**src/rtl/mem_pkg.sv**
```systemverilog
// rtl/mem_pkg.sv - MEM-stage types, control-word bit positions and alignment helper
package mem_pkg;

  typedef enum logic [1:0] {MEM_B = 2'b00, MEM_H = 2'b01, MEM_W = 2'b10} mem_size_e;
  typedef enum logic [1:0] {WB_ALU = 2'b00, WB_MEM = 2'b01, WB_PC = 2'b10} wb_sel_e;
  typedef enum logic {IDLE = 1'b0, WAIT = 1'b1} state_e;

  localparam int CTRL_MEM_READ  = 13;
  localparam int CTRL_MEM_WRITE = 12;
  localparam int CTRL_SIZE_HI   = 11;
  localparam int CTRL_SIZE_LO   = 10;
  localparam int CTRL_LOAD_UNS  = 9;
  localparam int CTRL_WB_HI     = 8;
  localparam int CTRL_WB_LO     = 7;

  // Size encoding 2'b11 is not defined; it is checked like a word access.
  function automatic logic is_misaligned(input logic [1:0] size, input logic [1:0] addr_lo);
    logic w_mis;
    case (mem_size_e'(size))
      MEM_B:   w_mis = 1'b0;
      MEM_H:   w_mis = addr_lo[0];
      default: w_mis = (addr_lo != 2'b00);
    endcase
    return w_mis;
  endfunction

endpackage

```
**src/rtl/load_store_align.sv**
```systemverilog
// rtl/load_store_align.sv - store lane replication/byte enables and load lane extract/extend
module load_store_align
  import mem_pkg::*;
(
  input  logic [1:0]  i_size,
  input  logic        i_load_unsigned,
  input  logic [1:0]  i_addr_lo,
  input  logic [31:0] i_store_data,
  input  logic [31:0] i_load_raw,
  output logic [31:0] o_store_data,
  output logic [3:0]  o_byte_en,
  output logic [31:0] o_load_data
);

  logic [7:0]  w_byte;
  logic [15:0] w_half;

  assign w_byte = i_load_raw[{i_addr_lo, 3'b000} +: 8];
  assign w_half = i_addr_lo[1] ? i_load_raw[31:16] : i_load_raw[15:0];

  always_comb begin
    o_store_data = i_store_data;
    o_byte_en    = 4'b1111;
    o_load_data  = i_load_raw;
    case (mem_size_e'(i_size))
      MEM_B: begin
        o_store_data = {4{i_store_data[7:0]}};
        o_byte_en    = 4'b0001 << i_addr_lo;
        o_load_data  = i_load_unsigned ? {24'b0, w_byte} : {{24{w_byte[7]}}, w_byte};
      end
      MEM_H: begin
        o_store_data = {2{i_store_data[15:0]}};
        o_byte_en    = i_addr_lo[1] ? 4'b1100 : 4'b0011;
        o_load_data  = i_load_unsigned ? {16'b0, w_half} : {{16{w_half[15]}}, w_half};
      end
      default: begin
        o_store_data = i_store_data;
        o_byte_en    = 4'b1111;
        o_load_data  = i_load_raw;
      end
    endcase
  end

endmodule

```
**src/rtl/memory_access.sv**
```systemverilog
// rtl/memory_access.sv - pipeline MEM stage: data-memory port, stall control, MEM/WB register
module memory_access
  import mem_pkg::*;
#(
  parameter int REG_WIDTH = 32,
  parameter int REG_COUNT = 32,
  parameter int CTRL_SIZE = 21,
  parameter int TIMEOUT_CYCLES = 64,
  localparam int REG_BITS = $clog2(REG_COUNT),
  localparam int CTRL_W   = CTRL_SIZE - 7,
  localparam int IN_W     = REG_BITS + 1 + CTRL_W + 3 * REG_WIDTH,
  localparam int OUT_W    = REG_BITS + 1 + REG_WIDTH
) (
  input  logic                 clk,
  input  logic                 rst,
  input  logic [IN_W-1:0]      exc_mem_reg,
  output logic [OUT_W-1:0]     mem_wb_reg,
  output logic                 stall,
  output logic                 misaligned,
  output logic                 dmem_req,
  output logic                 dmem_we,
  output logic [31:0]          dmem_addr,
  output logic [31:0]          dmem_wdata,
  output logic [3:0]           dmem_be,
  input  logic                 dmem_ready,
`ifdef MEM_TIMEOUT_EN
  output logic                 timeout_err,
`endif
  input  logic [31:0]          dmem_rdata
);

  state_e              r_state, w_next_state;
  logic [IN_W-1:0]     r_hold;
  logic [OUT_W-1:0]    r_mem_wb;
  logic                r_misaligned;

  logic [IN_W-1:0]     w_cur;
  assign w_cur = (r_state == WAIT) ? r_hold : exc_mem_reg;

  logic [REG_WIDTH-1:0] w_return_pc, w_rs2, w_alu_out;
  logic [CTRL_W-1:0]    w_ctrl;
  logic                 w_write_en;
  logic [REG_BITS-1:0]  w_rd;

  assign w_return_pc = w_cur[REG_WIDTH-1:0];
  assign w_rs2       = w_cur[2*REG_WIDTH-1:REG_WIDTH];
  assign w_alu_out   = w_cur[3*REG_WIDTH-1:2*REG_WIDTH];
  assign w_ctrl      = w_cur[3*REG_WIDTH+CTRL_W-1:3*REG_WIDTH];
  assign w_write_en  = w_cur[3*REG_WIDTH+CTRL_W];
  assign w_rd        = w_cur[IN_W-1 -: REG_BITS];

  logic       w_mem_read, w_mem_write, w_mem_op, w_load_uns, w_misal;
  logic [1:0] w_size;
  wb_sel_e    w_wb_sel;

  assign w_mem_read  = w_ctrl[CTRL_MEM_READ];
  assign w_mem_write = w_ctrl[CTRL_MEM_WRITE];
  assign w_mem_op    = w_mem_read | w_mem_write;
  assign w_size      = w_ctrl[CTRL_SIZE_HI:CTRL_SIZE_LO];
  assign w_load_uns  = w_ctrl[CTRL_LOAD_UNS];
  assign w_wb_sel    = wb_sel_e'(w_ctrl[CTRL_WB_HI:CTRL_WB_LO]);
  assign w_misal     = w_mem_op & is_misaligned(w_size, w_alu_out[1:0]);

  logic w_unused;
  assign w_unused = &{1'b0, w_ctrl[CTRL_WB_LO-1:0]};

  logic [31:0] w_store_data, w_load_data;
  logic [3:0]  w_byte_en;

  load_store_align u_align (
    .i_size          (w_size),
    .i_load_unsigned (w_load_uns),
    .i_addr_lo       (w_alu_out[1:0]),
    .i_store_data    (w_rs2),
    .i_load_raw      (dmem_rdata),
    .o_store_data    (w_store_data),
    .o_byte_en       (w_byte_en),
    .o_load_data     (w_load_data)
  );

`ifdef MEM_TIMEOUT_EN
  localparam int CNT_W = $clog2(TIMEOUT_CYCLES) + 1;
  logic [CNT_W-1:0] r_wait_cnt;
  logic             r_timeout_err;
`endif

  logic w_req, w_stall, w_abort, w_misal_pulse;

  always_comb begin
    w_next_state  = r_state;
    w_req         = 1'b0;
    w_stall       = 1'b0;
    w_abort       = 1'b0;
    w_misal_pulse = 1'b0;
    case (r_state)
      IDLE: begin
        if (w_mem_op) begin
          if (w_misal) begin
            w_misal_pulse = 1'b1;
          end else begin
            w_req = 1'b1;
            if (!dmem_ready) begin
              w_stall      = 1'b1;
              w_next_state = WAIT;
            end
          end
        end
      end
      WAIT: begin
        w_req = 1'b1;
        if (dmem_ready) begin
          w_next_state = IDLE;
        end
`ifdef MEM_TIMEOUT_EN
        else if (r_wait_cnt == CNT_W'(TIMEOUT_CYCLES - 1)) begin
          w_abort      = 1'b1;
          w_next_state = IDLE;
        end
`endif
        else begin
          w_stall = 1'b1;
        end
      end
      default: w_next_state = IDLE;
    endcase
  end

  logic [REG_WIDTH-1:0] w_wb_data;
  logic [OUT_W-1:0]     w_mem_wb_next;

  always_comb begin
    w_wb_data = w_alu_out;
    if (!w_mem_write) begin
      case (w_wb_sel)
        WB_MEM:  w_wb_data = w_load_data;
        WB_PC:   w_wb_data = w_return_pc;
        default: w_wb_data = w_alu_out;
      endcase
    end
  end

  always_comb begin
    w_mem_wb_next = {w_rd, w_write_en, w_wb_data};
    if (w_stall || w_abort || w_misal_pulse) begin
      w_mem_wb_next = '0;
    end
  end

  always_ff @(posedge clk) begin
    if (rst) begin
      r_state      <= IDLE;
      r_hold       <= '0;
      r_mem_wb     <= '0;
      r_misaligned <= 1'b0;
    end else begin
      r_state      <= w_next_state;
      r_mem_wb     <= w_mem_wb_next;
      r_misaligned <= w_misal_pulse;
      if (r_state == IDLE) begin
        r_hold <= exc_mem_reg;
      end
    end
  end

`ifdef MEM_TIMEOUT_EN
  always_ff @(posedge clk) begin
    if (rst) begin
      r_wait_cnt    <= '0;
      r_timeout_err <= 1'b0;
    end else begin
      r_wait_cnt    <= (w_next_state == WAIT && r_state == WAIT) ? r_wait_cnt + 1'b1 : '0;
      r_timeout_err <= r_timeout_err | w_abort;
    end
  end

  assign timeout_err = r_timeout_err;
`endif

  assign mem_wb_reg = r_mem_wb;
  assign misaligned = r_misaligned;
  assign stall      = w_stall;
  assign dmem_req   = w_req;
  assign dmem_we    = w_req & w_mem_write;
  assign dmem_addr  = {w_alu_out[31:2], 2'b00};
  assign dmem_wdata = w_store_data;
  assign dmem_be    = w_req ? w_byte_en : 4'b0000;

endmodule

```
**config.mk**
```make
export PLATFORM = sky130hd
export DESIGN_NAME = memory_access
export DESIGN_NICKNAME = d
export VERILOG_FILES = /design/src/rtl/mem_pkg.sv /design/src/rtl/load_store_align.sv /design/src/rtl/memory_access.sv
export SDC_FILE = /design/constraint.sdc
export NUM_CORES = 1
export LEC_CHECK = 0
export CAP_MARGIN = 10
export CORE_AREA = 2 2 115 228
export CTS_BUF_LIST = sky130_fd_sc_hd__clkbuf_16
export DETAILED_ROUTE_END_ITERATION = 10
export DIE_AREA = 0 0 117 230
export HOLD_SLACK_MARGIN = 0.1
export PLACE_DENSITY = 0.53
export SLEW_MARGIN = 10
export SYNTH_ARGS = -nofsm -noshare
export SYNTH_HDL_FRONTEND = slang
export SYNTH_SLANG_ARGS = --single-unit
```
**constraint.sdc**
```tcl
create_clock -name clk -period 8.9 [get_ports clk]
set_clock_uncertainty 0.2 [all_clocks]
set_input_delay 2.225 -clock clk [delete_from_list [all_inputs] [get_ports clk]]
set_output_delay 2.225 -clock clk [all_outputs]
set_load 0.02 [all_outputs]
```
# Yosys cells after proc, flatten, opt, wreduce, memory -nomap -nowiden
# Index checks and enable logic that the tools add are counted.
[op_classes]
eq_ne = 3
shift = 2
n_mux = 22
bitwise_logic = 4
n_reduce_logical = 4
[op_table]
columns = ["cell", "count"]
rows = [
  ["$pmux 32 s2", 3],
  ["$mux 116", 1],
  ["$mux 32", 3],
  ["$shiftx 32x6->8", 1],
  ["$mux 16", 1],
  ["$mux 1", 8],
  ["$mux 4", 2],
  ["$pmux 4 s2", 1],
  ["$pmux 1 s2", 3],
  ["$eq 2x1->1 const B", 2],
  ["$shl 1x2->4 const A", 1],
  ["$and 1x1->1", 2],
  ["$eq 2x2->1 const B", 1],
  ["$logic_not 2->1", 1],
  ["$reduce_bool 2->1", 1],
  ["$reduce_or 2->1", 1],
  ["$logic_or 1x1->1", 1],
  ["$not 1->1", 1],
  ["$or 1x1->1", 1],
]
[totals]
regBits = 156
word_cells = 40

# Depth between registers and ports, before layout
# Gate-level depths: netlist of run 1.
[logic_depth]
ltp_word = 9
ltp_mapped = 15

# Hierarchy
# From an unflattened synthesis of run 1, not the netlist that was laid out.
[unflattened]
hier_cells = 817
hier_area_um2 = 7810.0
[modules_own_cells]
columns = ["module", "instances", "cells_each", "area_per_inst_um2", "seq_area_each_um2"]
rows = [
  ["memory_access", 1, 641, 6592.6, 2962.8],
  ["load_store_align", 1, 176, 1217.4, 0.0],
]

# Least setup slack after synthesis of run 1
# Ideal clock, no wire load.
[synth_path]
kind = "input to output"
start = "in exc_mem_reg[107]"
end = "out dmem_be[3]"
t_arrival_ps = 3406
path_slack_ps = 3069
cell_stages = 5
path_cell_list = "nor3_1 > a21o_1 > o22a_1 > nor2_1 > a211oi_1"
[synth_via]
elab_chain_len = 8
word_cells_on_any_way = 10
[synth_rtl]
columns = ["element", "line_no", "rtl"]
rows = [
  ["start, declared", "memory_access.sv:16", "input logic [IN_W-1:0] exc_mem_reg,"],
  ["$mux 116 (*)", "-", ""],
  ["$eq 2x1->1 or $logic_not 2->1 (tied branches)", "mem_pkg.sv:19, load_store_align.sv:25", ""],
  ["$pmux 1 s2", "mem_pkg.sv:19", "case (mem_size_e'(size))"],
  ["$and 1x1->1", "memory_access.sv:62", "assign w_misal = w_mem_op & is_misaligned(w_size, w_alu_out[1:0]);"],
  ["$mux 1", "memory_access.sv:98", "if (w_misal) begin"],
  ["$mux 1", "memory_access.sv:97", "if (w_mem_op) begin"],
  ["$pmux 1 s2", "memory_access.sv:95", "case (r_state)"],
  ["$mux 4 (*)", "memory_access.sv:186", "assign dmem_be = w_req ? w_byte_en : 4'b0000;"],
  ["end, declared", "memory_access.sv:24", "output logic [3:0] dmem_be,"],
]
# Every way passes the cells marked *; elsewhere a longest branch is shown, timed or not.

# Worst setup path in the final report of run 1
[layout_path]
start = "in exc_mem_reg[107]"
end = "out dmem_wdata[14]"
[layout_via]
elab_chain_len = 3
word_cells_on_any_way = 4
[layout_rtl]
columns = ["element", "line_no", "rtl"]
rows = [
  ["$mux 116 (*)", "-", ""],
  ["$eq 2x1->1 or $logic_not 2->1 (tied branches)", "load_store_align.sv:25", "case (mem_size_e'(i_size))"],
  ["$pmux 32 s2 (*)", "load_store_align.sv:25", ""],
  ["end, declared", "memory_access.sv:23", "output logic [31:0] dmem_wdata,"],
]
# Marked as above.

==> impl_metrics.env, run 1 <==
export IMPL_outcome="complete, no violations"
export IMPL_nNetsFinal=1174
export IMPL_die_h_um=230
export IMPL_drv_cap=0
export IMPL_cp_slowest_stage_delay_ns=0.70
export IMPL_path_max_fanout=17
export IMPL_vdd_drop_max_v=0.0001072
export IMPL_r2r_end="mem_wb_reg[24]"
export IMPL_final_setup_viol_count=0
export IMPL_cellLeakagePower_nw=3.907
export IMPL_fp_dieW_um=117
export IMPL_hold_buffers=0
export IMPL_reg2reg_depth=9
export IMPL_num_vias=6578
export IMPL_fmax_ghz=0.1415
export IMPL_ys_types=53
export IMPL_fin_cells=1374
export IMPL_hp_class="reg -> reg"
export IMPL_power_density_nw_per_um2=186.8
export IMPL_min_period_ns=7.068
export IMPL_worst_path_max_delay_cell="a21oi_2"
export IMPL_ys_flop_type="dfxtp_1"
export IMPL_num_rows=82
export IMPL_grt_max_degree=158
export IMPL_gr_total_overflow=0
export IMPL_crit_end="dmem_wdata[14]"
export IMPL_drc=0
export IMPL_drtIter0Drc=302
export IMPL_synth_seq_area_share_pct=40.04
export IMPL_grt_pass1_vias=6714
export IMPL_via_per_inst=4.787
export IMPL_path_cells="clkdlybuf4s50_1 -> nor3_1 -> a21oi_2 -> mux2i_1 -> clkdlybuf4s50_1"
export IMPL_place_inst=1338
export IMPL_crit_family="buffers and inverters"
export IMPL_wl_um=26990
export IMPL_mostFrequentLayoutCell="clkdlybuf4s50_1"
export IMPL_busiest_layer="met2"
export IMPL_clk_pin_slew_ns=0.06
export IMPL_r2r_setup_slack_ns=4.94
export IMPL_worst_pin_slew_ns=1.097
export IMPL_synth_edf_count=0
export IMPL_r2r_start="r_state"
export IMPL_cts_num_sinks=148
export IMPL_gr_usage_met3_pct=4.613
export IMPL_critPathLaunchType="input port"
export IMPL_endpoint_kind="output pin"
export IMPL_clk_latency_ns=0.44
export IMPL_fillers=2602
export IMPL_worst_path_stages=5
export IMPL_hpwl_um=19810
export IMPL_yosys_warnings=0
export IMPL_crit_top_cell="clkdlybuf4s50_1"
export IMPL_required_ns=6.48
export IMPL_arrival_ns=4.64
export IMPL_final_util_pct=41.25
export IMPL_synth_avg_cell_area_sq_um=8.820
export IMPL_rsz0062_at_grt="no"
export IMPL_detailed_place_area_sq_um=9782
export IMPL_num_io_pins=261
export IMPL_core_sq_um=25140
export IMPL_slew_viol_final=0
export IMPL_cts_tree="done"
export IMPL_async_flop_share_pct=0
export IMPL_gr_usage_met2_pct=36.25
export IMPL_port_buffers=251
export IMPL_wl_per_cell_um=19.64
export IMPL_cts_made_buffers=17
export IMPL_critical_path_buf_inv_count=2
export IMPL_start_util_pct=29.44
export IMPL_grt_usage_pct=20.19
export IMPL_post_cts_resized=0
export IMPL_slew_limit_headroom_pct=26.31
export IMPL_path_class="in -> out"
export IMPL_cts_path_max_buffers=2
export IMPL_grt_antenna_before_repair=5
export IMPL_hold_violations=0
export IMPL_die_area_sq_um=26910
export IMPL_cts_root_buf="clkbuf_16"
export IMPL_largest_reg_flops=108
export IMPL_use_met1_pct=20.28
export IMPL_synth_area_sq_um=7400
export IMPL_fin_area_sq_um=10370
export IMPL_netlist_instances=839
export IMPL_post_cts_setup_buffers=0
export IMPL_syn_to_final_growth_pct=40.13
export IMPL_crit_start="exc_mem_reg[107]"
export IMPL_most_common_layout_cells="250 x clkdlybuf4s50_1, 148 x nor2_1, 147 x dfxtp_1, 105 x mux2i_1, 53 x nand2_1"
export IMPL_dr_pass1_iters=4
export IMPL_postRouteAntennaNets=0
export IMPL_synth_ff_latch_count=148
export IMPL_period_share_pct=79.42
export IMPL_tns_ns=0
export IMPL_grt_pass1_wl_um=39510
export IMPL_gp_congestion=0.8319
export IMPL_drive_gt1_share_pct=7.357
export IMPL_cts_htree_levels=4
## worst reg2reg max path: stages, from the launching register on
cell and delay (ns):
dfxtp_4 0.55, buf_12 0.66, mux2i_1 0.57, ha_1 0.31, nor2_1 0.10, buf_4 0.29
nor3b_1 0.10, nor4_1 0.75, o21ai_0 0.21, o21ai_1 0.13
## worst min-delay path by stage
stage          cells past startpoint        endpoint   startpoint  slack [ns]
2_1_floorplan                      2      r_hold[48]   r_hold[48]        0.26
3_3_place_gp                       2     r_hold[111]  r_hold[111]        0.27
3_5_place_dp                       2  mem_wb_reg[33]  r_hold[111]        0.28
4_1_cts                            2  mem_wb_reg[33]  r_hold[111]        0.29
5_1_grt                            2      r_hold[14]   r_hold[14]        0.32
6_report                           2  mem_wb_reg[33]  r_hold[111]        0.29
## per-layer routing
metal | up-vias | wire (um)
li1 | 3227 | -
met1 | 3095 | 9717
met2 | 201 | 14510
met3 | 55 | 1347
met4 | 0 | 1413
met5 | - | 0
## cells in the mapped netlist, types with 8 or more instances
cell,count,share of area (%)
a211oi_1,9,0.91
a21oi_1,19,1.3
a221oi_1,14,1.7
buf_2,10,0.68
buf_4,48,4.9
buf_6,8,1.2
clkbuf_1,29,1.5
dfxtp_1,148,40
inv_1,23,1.2
mux2_2,24,3.7
mux2i_1,105,14
nand2_1,53,2.7
nor2_1,148,7.5
nor2b_1,29,2.5
nor3_1,27,1.8
nor3b_1,17,1.7
nor4_1,16,1.4
o21ai_0,33,2.2
o21ai_1,11,0.74
o22a_1,9,1.1
## stage by stage
stage	worst slack, ns	power (mW)	hold slack (ns)
after floorplan	3.069	1.023	0.2594
after CTS	1.803	1.966	0.2933
after global routing	1.638	2.023	0.3249
final	1.832	1.937	0.2877
after detailed placement	1.812	1.232	0.2771
after global placement	1.828	1.230	0.2722
## report_power, final
group	switching, mW	internal (mW)
logic	0.264	0.223
clock network	0.291	0.432
registers	0.0172	0.709
## logic make-up (layout without fill, tap and decap cells)
kind of cell / Yosys count / count (layout) / share of synthesized area [%]
DFF: 148 / 148 / 40.04
adders and majority gates: 2 / 2 / 0.3381
and+or+nand+nor: 307 / 307 / 19.29
muxes: 131 / 131 / 18.36
buffers and inverters: 120 / 313 / 9.655
AOI/OAI and AO/OA: 130 / 130 / 12.26
other: 1 / 7 / 0.05068
## area by class of cell
type                       count  area, sq um  area share (%)
multi-input combinational    572         3726           35.94
sequential                   148         2967           28.61
timing repair buffer         259         2582           24.91
clock buffer                  17        425.4           4.103
tap                          336        420.4           4.055
clock inverter                14        148.9           1.436
inverter                      23        86.33          0.8326
antenna                        5        12.51          0.1207
(Power assumes the default switching activity.)
==> inputs of run 2 (changes only) <==
==> constraint.sdc (replaced) <==
create_clock -name clk -period 7.4 [get_ports clk]
set_clock_uncertainty 0.2 [all_clocks]
set_input_delay 1.85 -clock clk [delete_from_list [all_inputs] [get_ports clk]]
set_output_delay 1.85 -clock clk [all_outputs]
set_load 0.02 [all_outputs]
==> impl_metrics.env, run 2 (synthesis results as in run 1) <==
export IMPL_outcome="complete, no violations"
export IMPL_num_rows=82
export IMPL_hp_class="reg -> reg"
export IMPL_r2r_end="mem_wb_reg[7]"
export IMPL_path_cells="clkdlybuf4s50_1 -> nor3_1 -> a21o_1 -> o22a_1 -> nor2_1 -> nor3_1 -> clkdlybuf4s50_1"
export IMPL_cts_tree="done"
export IMPL_power_density_nw_per_um2=220.4
export IMPL_critPathLaunchType="input port"
export IMPL_clk_pin_slew_ns=0.06
export IMPL_cts_num_sinks=148
export IMPL_post_cts_setup_buffers=0
export IMPL_grt_pass1_vias=6748
export IMPL_slew_viol_final=0
export IMPL_min_period_ns=6.365
export IMPL_via_per_inst=4.773
export IMPL_grt_pass1_wl_um=39870
export IMPL_cts_path_max_buffers=2
export IMPL_port_buffers=251
export IMPL_start_util_pct=29.44
export IMPL_drtIter0Drc=330
export IMPL_final_util_pct=41.04
export IMPL_clk_latency_ns=0.44
export IMPL_crit_start="exc_mem_reg[107]"
export IMPL_cts_root_buf="clkbuf_16"
export IMPL_rsz0062_at_grt="no"
export IMPL_mostFrequentLayoutCell="clkdlybuf4s50_1"
export IMPL_die_h_um=230
export IMPL_arrival_ns=4.32
export IMPL_multi_input_area_sq_um=3726
export IMPL_drc=0
export IMPL_reg2reg_depth=8
export IMPL_fmax_ghz=0.1571
export IMPL_fin_cells=1372
export IMPL_cp_slowest_stage_delay_ns=0.66
export IMPL_grt_max_degree=91
export IMPL_endpoint_kind="output pin"
export IMPL_grt_antenna_before_repair=4
export IMPL_core_sq_um=25140
export IMPL_worst_path_max_delay_cell="clkdlybuf4s50_1"
export IMPL_hp_start="r_hold[111]"
export IMPL_gp_congestion=0.8362
export IMPL_final_setup_viol_count=0
export IMPL_syn_to_final_growth_pct=39.40
export IMPL_cts_made_buffers=17
export IMPL_r2r_setup_slack_ns=3.58
export IMPL_largest_reg_flops=108
export IMPL_num_io_pins=261
export IMPL_cellLeakagePower_nw=3.890
export IMPL_hpwl_um=20170
export IMPL_fp_dieW_um=117
export IMPL_nNetsFinal=1175
export IMPL_hold_violations=0
export IMPL_fillers=2608
export IMPL_place_inst=1339
export IMPL_period_share_pct=86.02
export IMPL_path_max_fanout=8
export IMPL_tns_ns=0
export IMPL_postRouteAntennaNets=0
export IMPL_post_cts_resized=0
export IMPL_slew_limit_headroom_pct=27.37
export IMPL_vdd_drop_max_v=0.0001142
export IMPL_most_common_layout_cells="250 x clkdlybuf4s50_1, 148 x nor2_1, 147 x dfxtp_1, 105 x mux2i_1, 53 x nand2_1"
export IMPL_gr_total_overflow=0
export IMPL_num_vias=6549
export IMPL_wl_um=27200
export IMPL_worst_pin_slew_ns=1.081
export IMPL_fin_total_pwr_mw=2.273
export IMPL_drv_cap=0
export IMPL_required_ns=5.35
export IMPL_r2r_start="r_state"
export IMPL_wl_per_cell_um=19.83
export IMPL_dr_pass1_iters=4
export IMPL_hold_buffers=0
export IMPL_cts_htree_levels=4
export IMPL_drive_gt1_share_pct=6.783
export IMPL_die_area_sq_um=26910
export IMPL_grt_usage_pct=20.43
export IMPL_path_class="in -> out"
export IMPL_seqCellArea_sq_um=2967
export IMPL_crit_end="dmem_be[1]"
run 2: cell types whose count changed in the layout (fill, tap and decap cells not counted):
| cell | change |
|---|---|
| bufinv_16 | -1 |
| inv_1 | +1 |
| diode_2 | -1 |
| buf_12 | -1 |
| clkinvlp_4 | -2 |
| buf_4 | +2 |
| clkinv_1 | +4 |
| clkinv_2 | -4 |
run 2: how the worst min path moves through the flow:
stage / end / slack (ns) / cells past startpoint
floorplan: r_hold[48] / 0.26 / 2
global placement: r_hold[112] / 0.27 / 2
detailed placement: mem_wb_reg[33] / 0.28 / 2
CTS: mem_wb_reg[33] / 0.29 / 2
global route: r_hold[11] / 0.32 / 2
finish: r_hold[111] / 0.29 / 2
run 2: stage by stage:
step / hold slack [ns] / setup WS [ns] / cell area (sq um)
after floorplan: 0.2594 / 2.319 / 7403
after global placement: 0.2714 / 1.039 / 9777
after detailed placement: 0.2787 / 1.010 / 9777
after CTS: 0.2937 / 1.015 / 10300
after global routing: 0.3178 / 0.8284 / 10310
final: 0.2870 / 1.035 / 10310
run 2: critical path: cells and delay by family:
family,cells,cell delay (ns)
compound gates,2,0.46
buf+inv,2,1.25
simple gates,3,0.75
run 2: where the power goes:
part	internal, mW	leakage (nW)	switching, mW
logic	0.267	2.39	0.312
registers	0.853	1.23	0.0266
clock network	0.479	0.269	0.335
total	1.60	3.89	0.674
run 2: per-layer routing:
layer  routed length, um  up-vias  global-route usage, %
met4                1105        0                  11.51
met1                9790     3075                  20.12
met2               14840      210                  37.64
li1                    -     3226                      -
met3                1464       38                  4.982
met5                   0        -                      0
run 2: area by class of cell:
class / count / share of cell area, %
repair buffers: 260 / 24.99
inverters: 23 / 0.8370
well taps: 336 / 4.076
flip-flops and latches: 148 / 28.76
multi-input cells: 572 / 36.12
diodes: 4 / 0.09704
clock inverters: 12 / 0.9947
clock buffers: 17 / 4.124
